===== src/rtl/obd_uart_responder.sv =====
// OBD PID responder: UART request in, framed telemetry / ESS alert out. Frame start <= 3 clks after request stop sample.
// No backpressure or queue: a request arriving while busy is dropped (req_overrun); alerts are always held until sent.
module obd_uart_responder #(
    parameter int CLKS_PER_BIT = 434
) (
    input  logic        clk,
    input  logic        rst,
    input  logic        uart_rx,
    input  logic [7:0]  speed,
    input  logic [13:0] rpm,
    input  logic [7:0]  fuel,
    input  logic [7:0]  temp,
    input  logic [31:0] odometer_raw,
    input  logic        ess_trigger,
    output logic        uart_tx,
    output logic        busy,
    output logic        rx_err,
    output logic        req_overrun
);
    localparam logic [15:0] BIT_LAST  = 16'(CLKS_PER_BIT - 1);
    localparam logic [15:0] HALF_LAST = 16'(CLKS_PER_BIT / 2 - 1);
    localparam logic [15:0] STOP_LAST = 16'(CLKS_PER_BIT - 2);

    typedef enum logic [2:0] {RX_IDLE, RX_START, RX_DATA, RX_STOP, RX_WAIT} rx_state_t;
    typedef enum logic [2:0] {TX_IDLE, LOAD, START, DATA, STOP, NEXT} tx_state_t;

    rx_state_t   rx_state_q, rx_state_d;
    tx_state_t   tx_state_q, tx_state_d;
    logic        rx_sync1_q, rx_sync2_q;
    logic [15:0] rx_cnt_q, rx_cnt_d, tx_cnt_q, tx_cnt_d;
    logic [2:0]  rx_bit_q, rx_bit_d, tx_bit_q, tx_bit_d;
    logic [7:0]  rx_shift_q, rx_shift_d, tx_shift_q, tx_shift_d;
    logic [2:0]  idx_q, idx_d;
    logic [7:0]  chk_q, chk_d;
    logic        alert_frm_q, alert_frm_d, tx_q, tx_d;
    logic        req_pending_q, req_pending_d, alert_pending_q, alert_pending_d;
    logic        ess_q, rx_err_q, rx_err_d, req_overrun_q, req_overrun_d;
    logic [7:0]  pid_q, pid_d, speed_s_q, speed_s_d, fuel_s_q, fuel_s_d, temp_s_q, temp_s_d;
    logic [13:0] rpm_s_q, rpm_s_d;
    logic [31:0] odo_s_q, odo_s_d;

    logic        req_valid, accept, ess_edge, take_alert, take_req, do_arb, do_load, supported;
    logic [2:0]  frame_len;
    logic [7:0]  data_byte, cur_byte;

    assign uart_tx     = tx_q;
    assign rx_err      = rx_err_q;
    assign req_overrun = req_overrun_q;
    assign busy        = alert_pending_q | req_pending_q | (tx_state_q != TX_IDLE);

    // Receiver: each sample point lands mid-bit, the sync delay being absorbed by the half-bit wait.
    always_comb begin
        rx_state_d = rx_state_q;
        rx_cnt_d   = rx_cnt_q;
        rx_bit_d   = rx_bit_q;
        rx_shift_d = rx_shift_q;
        req_valid  = 1'b0;
        rx_err_d   = 1'b0;
        case (rx_state_q)
            RX_IDLE: if (!rx_sync2_q) begin
                rx_state_d = RX_START;
                rx_cnt_d   = '0;
            end
            RX_START: if (rx_cnt_q == HALF_LAST) begin
                rx_cnt_d   = '0;
                rx_bit_d   = '0;
                rx_state_d = rx_sync2_q ? RX_IDLE : RX_DATA;
            end else rx_cnt_d = rx_cnt_q + 16'd1;
            RX_DATA: if (rx_cnt_q == BIT_LAST) begin
                rx_cnt_d   = '0;
                rx_shift_d = {rx_sync2_q, rx_shift_q[7:1]};
                rx_bit_d   = rx_bit_q + 3'd1;
                if (rx_bit_q == 3'd7) rx_state_d = RX_STOP;
            end else rx_cnt_d = rx_cnt_q + 16'd1;
            RX_STOP: if (rx_cnt_q == BIT_LAST) begin
                rx_cnt_d = '0;
                if (rx_sync2_q) begin
                    req_valid  = 1'b1;
                    rx_state_d = RX_IDLE;
                end else begin
                    rx_err_d   = 1'b1;
                    rx_state_d = RX_WAIT;
                end
            end else rx_cnt_d = rx_cnt_q + 16'd1;
            RX_WAIT: if (rx_sync2_q) rx_state_d = RX_IDLE;
            default: rx_state_d = RX_IDLE;
        endcase
    end

    // Frame byte selection; the last byte of every frame is the running checksum.
    always_comb begin
        data_byte = 8'h12;
        supported = 1'b1;
        frame_len = 3'd4;
        case (pid_q)
            8'h0D: data_byte = speed_s_q;
            8'h0C: begin
                data_byte = (idx_q == 3'd2) ? {2'b00, rpm_s_q[13:8]} : rpm_s_q[7:0];
                frame_len = 3'd5;
            end
            8'h2F: data_byte = fuel_s_q;
            8'h05: data_byte = temp_s_q;
            8'hA6: begin
                frame_len = 3'd7;
                case (idx_q)
                    3'd2:    data_byte = odo_s_q[31:24];
                    3'd3:    data_byte = odo_s_q[23:16];
                    3'd4:    data_byte = odo_s_q[15:8];
                    default: data_byte = odo_s_q[7:0];
                endcase
            end
            default: supported = 1'b0;
        endcase
        if (alert_frm_q) frame_len = 3'd3;
        if (idx_q == frame_len - 3'd1) cur_byte = chk_q;
        else if (alert_frm_q)          cur_byte = (idx_q == 3'd0) ? 8'h62 : 8'h01;
        else if (idx_q == 3'd0)        cur_byte = supported ? 8'h41 : 8'h7F;
        else if (idx_q == 3'd1)        cur_byte = pid_q;
        else                           cur_byte = data_byte;
    end

    // Transmitter: NEXT is the final clock of each stop bit, so bytes stay back-to-back.
    always_comb begin
        tx_state_d  = tx_state_q;
        tx_cnt_d    = tx_cnt_q;
        tx_bit_d    = tx_bit_q;
        tx_shift_d  = tx_shift_q;
        idx_d       = idx_q;
        chk_d       = chk_q;
        alert_frm_d = alert_frm_q;
        take_alert  = 1'b0;
        take_req    = 1'b0;
        do_arb      = 1'b0;
        do_load     = 1'b0;
        case (tx_state_q)
            TX_IDLE: do_arb  = 1'b1;
            LOAD:    do_load = 1'b1;
            START: if (tx_cnt_q == BIT_LAST) begin
                tx_cnt_d   = '0;
                tx_bit_d   = '0;
                tx_state_d = DATA;
            end else tx_cnt_d = tx_cnt_q + 16'd1;
            DATA: if (tx_cnt_q == BIT_LAST) begin
                tx_cnt_d   = '0;
                tx_shift_d = {1'b1, tx_shift_q[7:1]};
                tx_bit_d   = tx_bit_q + 3'd1;
                if (tx_bit_q == 3'd7) tx_state_d = STOP;
            end else tx_cnt_d = tx_cnt_q + 16'd1;
            STOP: if (tx_cnt_q == STOP_LAST) tx_state_d = NEXT;
                  else tx_cnt_d = tx_cnt_q + 16'd1;
            NEXT: if (idx_q < frame_len) do_load = 1'b1;
                  else do_arb = 1'b1;
            default: tx_state_d = TX_IDLE;
        endcase
        if (do_load) begin
            tx_shift_d = cur_byte;
            chk_d      = chk_q + cur_byte;
            idx_d      = idx_q + 3'd1;
            tx_cnt_d   = '0;
            tx_state_d = START;
        end
        if (do_arb) begin
            tx_state_d = TX_IDLE;
            idx_d      = '0;
            chk_d      = '0;
            if (alert_pending_q) begin
                take_alert  = 1'b1;
                alert_frm_d = 1'b1;
                tx_state_d  = LOAD;
            end else if (req_pending_q) begin
                take_req    = 1'b1;
                alert_frm_d = 1'b0;
                tx_state_d  = LOAD;
            end
        end
        if (tx_state_d == START)     tx_d = 1'b0;
        else if (tx_state_d == DATA) tx_d = tx_shift_d[0];
        else                         tx_d = 1'b1;
    end

    always_comb begin
        ess_edge        = ess_trigger & ~ess_q;
        accept          = req_valid & (tx_state_q == TX_IDLE) & ~req_pending_q & ~alert_pending_q;
        req_overrun_d   = req_valid & ~accept;
        req_pending_d   = (req_pending_q & ~take_req) | accept;
        alert_pending_d = (alert_pending_q & ~take_alert) | ess_edge;
        pid_d     = accept ? rx_shift_q   : pid_q;
        speed_s_d = accept ? speed        : speed_s_q;
        rpm_s_d   = accept ? rpm          : rpm_s_q;
        fuel_s_d  = accept ? fuel         : fuel_s_q;
        temp_s_d  = accept ? temp         : temp_s_q;
        odo_s_d   = accept ? odometer_raw : odo_s_q;
    end

    always_ff @(posedge clk or negedge rst) begin
        if (!rst) begin
            rx_sync1_q <= 1'b1;  rx_sync2_q <= 1'b1;
            rx_state_q <= RX_IDLE; rx_cnt_q <= '0; rx_bit_q <= '0; rx_shift_q <= '0;
            tx_state_q <= TX_IDLE; tx_cnt_q <= '0; tx_bit_q <= '0; tx_shift_q <= '0;
            idx_q <= '0; chk_q <= '0; alert_frm_q <= 1'b0; tx_q <= 1'b1;
            req_pending_q <= 1'b0; alert_pending_q <= 1'b0; ess_q <= 1'b0;
            rx_err_q <= 1'b0; req_overrun_q <= 1'b0;
            pid_q <= '0; speed_s_q <= '0; rpm_s_q <= '0; fuel_s_q <= '0; temp_s_q <= '0; odo_s_q <= '0;
        end else begin
            rx_sync1_q <= uart_rx; rx_sync2_q <= rx_sync1_q;
            rx_state_q <= rx_state_d; rx_cnt_q <= rx_cnt_d; rx_bit_q <= rx_bit_d; rx_shift_q <= rx_shift_d;
            tx_state_q <= tx_state_d; tx_cnt_q <= tx_cnt_d; tx_bit_q <= tx_bit_d; tx_shift_q <= tx_shift_d;
            idx_q <= idx_d; chk_q <= chk_d; alert_frm_q <= alert_frm_d; tx_q <= tx_d;
            req_pending_q <= req_pending_d; alert_pending_q <= alert_pending_d; ess_q <= ess_trigger;
            rx_err_q <= rx_err_d; req_overrun_q <= req_overrun_d;
            pid_q <= pid_d; speed_s_q <= speed_s_d; rpm_s_q <= rpm_s_d;
            fuel_s_q <= fuel_s_d; temp_s_q <= temp_s_d; odo_s_q <= odo_s_d;
        end
    end
endmodule


===== config.mk =====
export PLATFORM = sky130hd
export DESIGN_NAME = obd_uart_responder
export DESIGN_NICKNAME = d
export VERILOG_FILES = /design/src/rtl/obd_uart_responder.sv
export SDC_FILE = /design/constraint.sdc
export NUM_CORES = 1
export LEC_CHECK = 0
export BUFFER_PORTS_ARGS = -buffer_cell sky130_fd_sc_hd__buf_2
export CAP_MARGIN = 0
export CORE_MARGIN = 2
export CORE_UTILIZATION = 35
export DETAILED_ROUTE_END_ITERATION = 8
export PLACE_DENSITY = 0.6
export REMOVE_ABC_BUFFERS = 1
export SYNTH_ARGS = -nofsm -noshare
export SYNTH_HDL_FRONTEND = slang
export SYNTH_SLANG_ARGS = --single-unit

===== constraint.sdc =====
create_clock -name clk -period 4.4 [get_ports clk]
set_clock_uncertainty 0.05 [all_clocks]
set_input_delay 0.88 -clock clk [delete_from_list [all_inputs] [get_ports clk]]
set_output_delay 0.88 -clock clk [all_outputs]
set_load 0.01 [all_outputs]

==> results of run 1 <==
-- final cells by class --
| type | instances | area (sq um) | share of cell area (%) |
|---|---|---|---|
| clock buffers | 20 | 447 | 4.65 |
| flip-flops and latches | 158 | 3960 | 41.2 |
| inverters | 20 | 75.1 | 0.781 |
| repair buffers | 95 | 543 | 5.65 |
| clock inverters | 12 | 183 | 1.90 |
| multi-input cells | 572 | 4020 | 41.8 |
| well taps | 313 | 392 | 4.07 |
-- report_power, final --
part	total, mW	switching, mW	internal (mW)
Combinational	1.06	0.612	0.448
Clock	1.58	0.607	0.970
Sequential	1.75	0.148	1.60
-- cell usage in the layout (no fill, tap or decap), types with 8 or more instances in the layout --
master	instances
clkbuf_16	17
a21oi_1	25
a21o_1	10
ha_1	26
o211ai_1	8
mux2i_1	14
buf_2	76
and3_1	16
o21ai_0	80
nand2_1	104
nor2_1	36
dfrtp_1	155
nand3_1	20
a22o_1	10
nor2b_1	9
a222oi_1	8
o31ai_1	10
inv_1	20
mux2_2	69
nand2b_1	17
buf_4	16
mux2_4	9
-- worst max-delay path: cells and delay by family (launching register included) --
family | cells | cell delay [ns]
AOI/OAI and AO/OA | 12 | 1.53
xor gates and xnor gates | 2 | 0.51
adders and majority gates | 2 | 0.45
buffers and inverters | 2 | 0.22
DFF | 1 | 0.37
and+or+nand+nor | 4 | 0.88
-- logic make-up after synthesis --
family / after synthesis
buffers and inverters: 54
AO/OA/AOI/OAI: 192
multiplexers: 92
adder cells (fa/ha/maj): 27
flip-flops: 158
AND/OR/NAND/NOR: 249
XOR/XNOR: 12
-- registers in the layout, indices dropped and copies added (netlist names), 8 cells and up --
name and count:
tx_shift_q 8, fuel_s_q 8, rx_cnt_q 16, chk_q 8
tx_cnt_q 16, temp_s_q 8, pid_q 8, rx_shift_q 8
speed_s_q 8, odo_s_q 32, rpm_s_q 14
-- routing by layer --
metal  routed length, um  GRT usage (%)
met1                9520           23.7
met2                8000           22.9
met3                1070           4.13
met4                 270           4.85
met5                   0              0
-- path summary, 6_finish.rpt --
| path | endpoint | slack (ns) | cells past startpoint |
|---|---|---|---|
| worst min register to register | rx_sync2_q$_DFF_PN1_ | 0.31 | 0 |
| worst max-delay path | chk_q[7]$_DFFE_PN0P_ | 0.25 | 22 |
| max in group asynchronous | rx_sync1_q$_DFF_PN1_ | 2.95 | 2 |
| worst min-delay path | rx_sync2_q$_DFF_PN1_ | 0.31 | 0 |
| min in group asynchronous | tx_cnt_q[9]$_DFFE_PN0P_ | 0.45 | 1 |
| worst max register to register | chk_q[7]$_DFFE_PN0P_ | 0.25 | 22 |
-- timing repair --
action | 4_1_cts | 5_1_grt
gates resized for setup | 0 | 11
setup buffers | 0 | 1
endpoints found under the setup margin | 0 | 3
-- through the flow --
stage | hold slack [ns] | std cells | worst slack [ns] | area [sq um]
2_1_floorplan | 0.295 | 750 | -0.449 | 8000
5_1_grt | 0.330 | 1190 | -0.0427 | 9620
3_3_place_gp | 0.300 | 1157 | 0.218 | 8930
6_report | 0.314 | 1190 | 0.247 | 9620
3_5_place_dp | 0.301 | 1157 | 0.131 | 8930
4_1_cts | 0.321 | 1189 | 0.112 | 9560
==> out/metrics.cfg, run 1 <==
[outcome]
status = completed

[sta]
worstMarginPinSlew_ns = 1.09
setup_viol = 0
hold_viol_final = 0
slew_headroom_pct = 27.2
maxSlewViolCount = 0
max_freq_mhz = 241
fin_tns_setup_ns = 0
post-route-period-util_pct = 94.4
min_period_ns = 4.15

[synthesis]
synthTopCellsByCount = 155 x dfrtp_1, 104 x nand2_1, 81 x o21ai_0, 69 x mux2_2, 36 x nor2_1
netlist.area_leader.share_pct = 47.5
async_flop_share_pct = 100
synth_flop_cell = dfrtp_1
synth-edff-count = 0
synth_top_area_cell = dfrtp_1
ys_seq_area_share_pct = 48.5
netlist_area_sq_um = 8160
ys_ff_latch = 158
syn_inst = 784
yosysWarnings = 0
synthSimpleGateAreaFrac_pct = 15.2
muxShareOfSynthArea_pct = 12.9
synth_area_per_cell_sq_um = 10.4
synth_compound_area_share_pct = 14.9
yosys.area_share.adder_pct = 4.23
synth_most_common_cell = dfrtp_1
synth_top_family_by_area = simple AND/OR/NAND/NOR gates
yosysUniqueCellTypes = 60
synthTopCellsByArea = dfrtp_1 48%, mux2_2 9.5%, o21ai_0 5.0%
synth_xor_area_share_pct = 1.46

[place]
gp_congestion = 0.855
dpl.hpwl_mm = 13.1
port_buffers = 77

[clocking]
clkSinkCount = 158
htree_levels = 4
cts-root-buf = clkbuf_16
numCtsBuffers = 17
insertion_delay_ns = 0.44
clk_pin_slew_ns = 0.06
clock_path_buffers = 2
cts_tree = done
cts_hold_buffers = 0

[global_routing]
grt_max_degree = 89
grt_pass1_wl_mm = 31.1
grt_pass1_vias = 5945
antenna_found_initial = 0
gr-total-overflow = 0
grt_usage_pct = 16.0

[critical_path]
path_cells = buf_4 -> and2_1 -> and4_1 -> nor2_1 -> o21ai_2 -> inv_1 -> ha_1 -> xnor3_2 -> nor3_4 -> a21oi_2 -> o31ai_1 -> a31oi_1 -> o21a_1 -> a21o_1 -> ha_1 -> a21oi_2 -> o21ai_0 -> a21oi_1 -> o21bai_1 -> a21oi_1 -> xor2_1 -> o21ai_0
start_kind = flop
critPathLaunch = pid_q[5]$_DFFE_PN0P_
arrival_ns = 4.40
cp.required_ns = 4.65
critPathMaxFanout = 7
critPathMaxStageDelay_ns = 0.37
worstReg2RegStart = pid_q[5]$_DFFE_PN0P_
end_kind = flop
crit_type = flop to flop
cp_slowest_cell = dfrtp_1

[die]
ios = 78
start_util_pct = 35.8
die_y_um = 157
die-area_sq_um = 24500
core-area_sq_um = 22800
row_count = 55
die_w_um = 157

[routing]
dr.pass1.iters = 6
drc = 0
drt_wl_total_mm = 18.9
routed_via_density = 5.13
ant_nets = 0
wire_per_inst_um = 15.9
drt_iter0_markers = 535
num_vias = 6110

[pwr]
pwr_density_cell_nw_per_um2 = 457
ir_worst_vdd_mv = 0.274
power.total_mw = 4.39
p_leak_nw = 4.33

[cells_and_area]
fin_nets = 965
finish.utilization_pct = 42.2
fill_cells = 2217
area_growth_pct = 17.9
antenna_cells = 0
drive_gt1_share_pct = 25.7

[job]
timing.max_cap.violations = 0

[min_path]
hold_class = flop to flop
min-delay-start = rx_sync1_q$_DFF_PN1_

No activity file was read; power rests on OpenSTA's default activity.
==> run 2: changes to the inputs <==
--- a/config.mk
+++ b/config.mk
@@ -7,10 +7,11 @@
 export LEC_CHECK = 0
 export BUFFER_PORTS_ARGS = -buffer_cell sky130_fd_sc_hd__buf_2
 export CAP_MARGIN = 0
+export CORE_ASPECT_RATIO = 1.25
 export CORE_MARGIN = 2
 export CORE_UTILIZATION = 35
 export DETAILED_ROUTE_END_ITERATION = 8
-export PLACE_DENSITY = 0.6
+export PLACE_DENSITY = 0.58
 export REMOVE_ABC_BUFFERS = 1
 export SYNTH_ARGS = -nofsm -noshare
 export SYNTH_HDL_FRONTEND = slang
==> constraint.sdc (replaced) <==
create_clock -name clk -period 4.39 [get_ports clk]
set_clock_uncertainty 0.05 [all_clocks]
set_input_delay 0.878 -clock clk [delete_from_list [all_inputs] [get_ports clk]]
set_output_delay 0.878 -clock clk [all_outputs]
set_load 0.01 [all_outputs]
==> run 2 against run 1 <==
Maximum frequency increased by 1.3%; critical endpoint unchanged; clock power decreased by 7%; count of clock-buffer cells in the layout down 3; via count rose by 0.95%; register-to-register slack better by 0.04 ns; worst hold slack worse by 0.0075 ns.
==> out/metrics.cfg, run 2 (synthesis gave the netlist of run 1 again) <==
[routing]
ant_nets = 0
drt_wl_total_mm = 19.1
drt_iter0_markers = 315
drc = 0
routed_via_density = 5.30
dr.pass1.iters = 7
num_vias = 6168
wire_per_inst_um = 16.4

[global_routing]
antenna_found_initial = 2
grt_max_degree = 83
grt_pass1_wl_mm = 31.1
grt_pass1_vias = 5994
grt_usage_pct = 15.9
gr-total-overflow = 0

[clocking]
cts-root-buf = clkbuf_16
clk_pin_slew_ns = 0.06
clock_path_buffers = 2
numCtsBuffers = 17
cts_tree = done
insertion_delay_ns = 0.44
clkSinkCount = 158
cts_hold_buffers = 0
htree_levels = 4

[cells_and_area]
stdcell_area_sq_um = 9510
top_regs = odo_s_q: 32 flops, rx_cnt_q: 16 flops, tx_cnt_q: 16 flops
largest_reg_flops = 32
area_growth_pct = 16.6
fill_cells = 2247
layout.cells.non_filler = 1164
final_common_cell = dfrtp_1
drive_gt1_share_pct = 25.7
mostFrequentLayoutCells = 155 x dfrtp_1, 104 x nand2_1, 80 x o21ai_0, 76 x buf_2, 69 x mux2_2
top_register = odo_s_q
antenna_cells = 0
finish.utilization_pct = 41.4
fin_nets = 964

[die]
die-area_sq_um = 24600
die_w_um = 141
start_util_pct = 35.5
core-area_sq_um = 23000
row_count = 62
ios = 78
die_y_um = 175

[sta]
max_freq_mhz = 244
setup_ws_ns = 0.290
worstMarginPinSlew_ns = 0.924
maxSlewViolCount = 0
slew_headroom_pct = 38.4
post-route-period-util_pct = 93.4
setup_viol = 0
min_period_ns = 4.10
rsz0062_at_grt = no
hold_viol_final = 0

[min_path]
hold_class = flop to flop
whs_path_depth = 0

[critical_path]
end_kind = flop
worstReg2RegStart = pid_q[3]$_DFFE_PN0P_
start_kind = flop
critPathMaxStageDelay_ns = 0.38
worst_r2r_endpoint = chk_q[7]$_DFFE_PN0P_
critPathMaxFanout = 15
critPathLaunch = pid_q[3]$_DFFE_PN0P_
rrSetupSlack_ns = 0.29
crit_path_end = chk_q[7]$_DFFE_PN0P_
path_cells = buf_4 -> nor2_1 -> and4_1 -> nor2_2 -> o21ai_2 -> inv_1 -> ha_1 -> xnor3_1 -> nor3_2 -> a21oi_2 -> o31ai_1 -> a31oi_1 -> o21a_1 -> a21o_1 -> ha_1 -> a21oi_2 -> o21ai_0 -> a21oi_1 -> o21bai_1 -> a21oi_1 -> xor2_1 -> o21ai_0
cp_slowest_cell = dfrtp_1
crit_type = flop to flop
arrival_ns = 4.36
cp.required_ns = 4.65
r2r_cells = 22

[place]
port_buffers = 77
place_area_sq_um = 8900
gp_congestion = 0.874
numPlacedInstances = 1131
pre_cts_ws_ns = 0.0972
dpl.hpwl_mm = 13.4

[job]
timing.max_cap.violations = 0

[pwr]
pwr_density_cell_nw_per_um2 = 450
p_leak_nw = 4.31
ir_worst_vdd_mv = 0.297

[outcome]
status = completed

-- run 2: layout make-up --
cell class | instances | area, sq um | area share [%]
timing repair buffer | 94 | 536 | 5.63
sequential | 158 | 3960 | 41.6
multi-input combinational | 572 | 4010 | 42.1
clock buffer | 17 | 425 | 4.47
clock inverter | 15 | 150 | 1.58
inverter | 20 | 75.1 | 0.789
tap | 288 | 360 | 3.79
-- run 2: power breakdown --
| group | switching [mW] | internal, mW |
|---|---|---|
| Combinational | 0.610 | 0.441 |
| Sequential | 0.150 | 1.61 |
| Clock | 0.670 | 0.801 |
| Total | 1.43 | 2.85 |
-- run 2: worst min path at each step --
| stage | from | endpoint | slack, ns |
|---|---|---|---|
| final | rx_sync1_q$_DFF_PN1_ | rx_sync2_q$_DFF_PN1_ | 0.31 |
| after global routing | rx_sync1_q$_DFF_PN1_ | rx_sync2_q$_DFF_PN1_ | 0.31 |
| after CTS | rx_sync1_q$_DFF_PN1_ | rx_sync2_q$_DFF_PN1_ | 0.31 |
| after detailed placement | rx_sync1_q$_DFF_PN1_ | rx_sync2_q$_DFF_PN1_ | 0.30 |
| after global placement | rx_sync1_q$_DFF_PN1_ | rx_sync2_q$_DFF_PN1_ | 0.30 |
| after floorplan | rx_sync1_q$_DFF_PN1_ | rx_sync2_q$_DFF_PN1_ | 0.30 |
-- run 2: what timing repair did --
item | CTS | global route
endpoints found under the hold margin | 0 | 0
endpoints found under the setup margin | 0 | 2
buffers inserted | 0 | 1
resized for setup | 0 | 9
-- run 2: worst max-delay path: cells and delay by family (launching register included) --
family	cells	cell delay, ns
DFF	1	0.38
AOI/OAI and AO/OA	12	1.49
xor gates and xnor gates	2	0.53
and+or+nand+nor	4	0.79
buffers and inverters	2	0.27
adders and majority gates	2	0.47
-- run 2: per-stage QoR --
step	power (mW)	setup TNS [ns]	hold slack (ns)
floorplan	2.46	-1.14	0.295
global placement	2.81	0	0.302
detailed placement	2.81	0	0.298
CTS	4.29	0	0.307
global route	4.53	0	0.314
finish	4.28	0	0.307
-- run 2: layer usage --
layer	part of all wire [%]	up-vias	wire, um	track usage, %
met5	0.13	-	24	0
met4	2.4	4	452	6.79
li1	-	2993	-	-
met3	4.2	28	809	3.51
met1	48	3013	9160	21.9
met2	45	130	8630	24.1
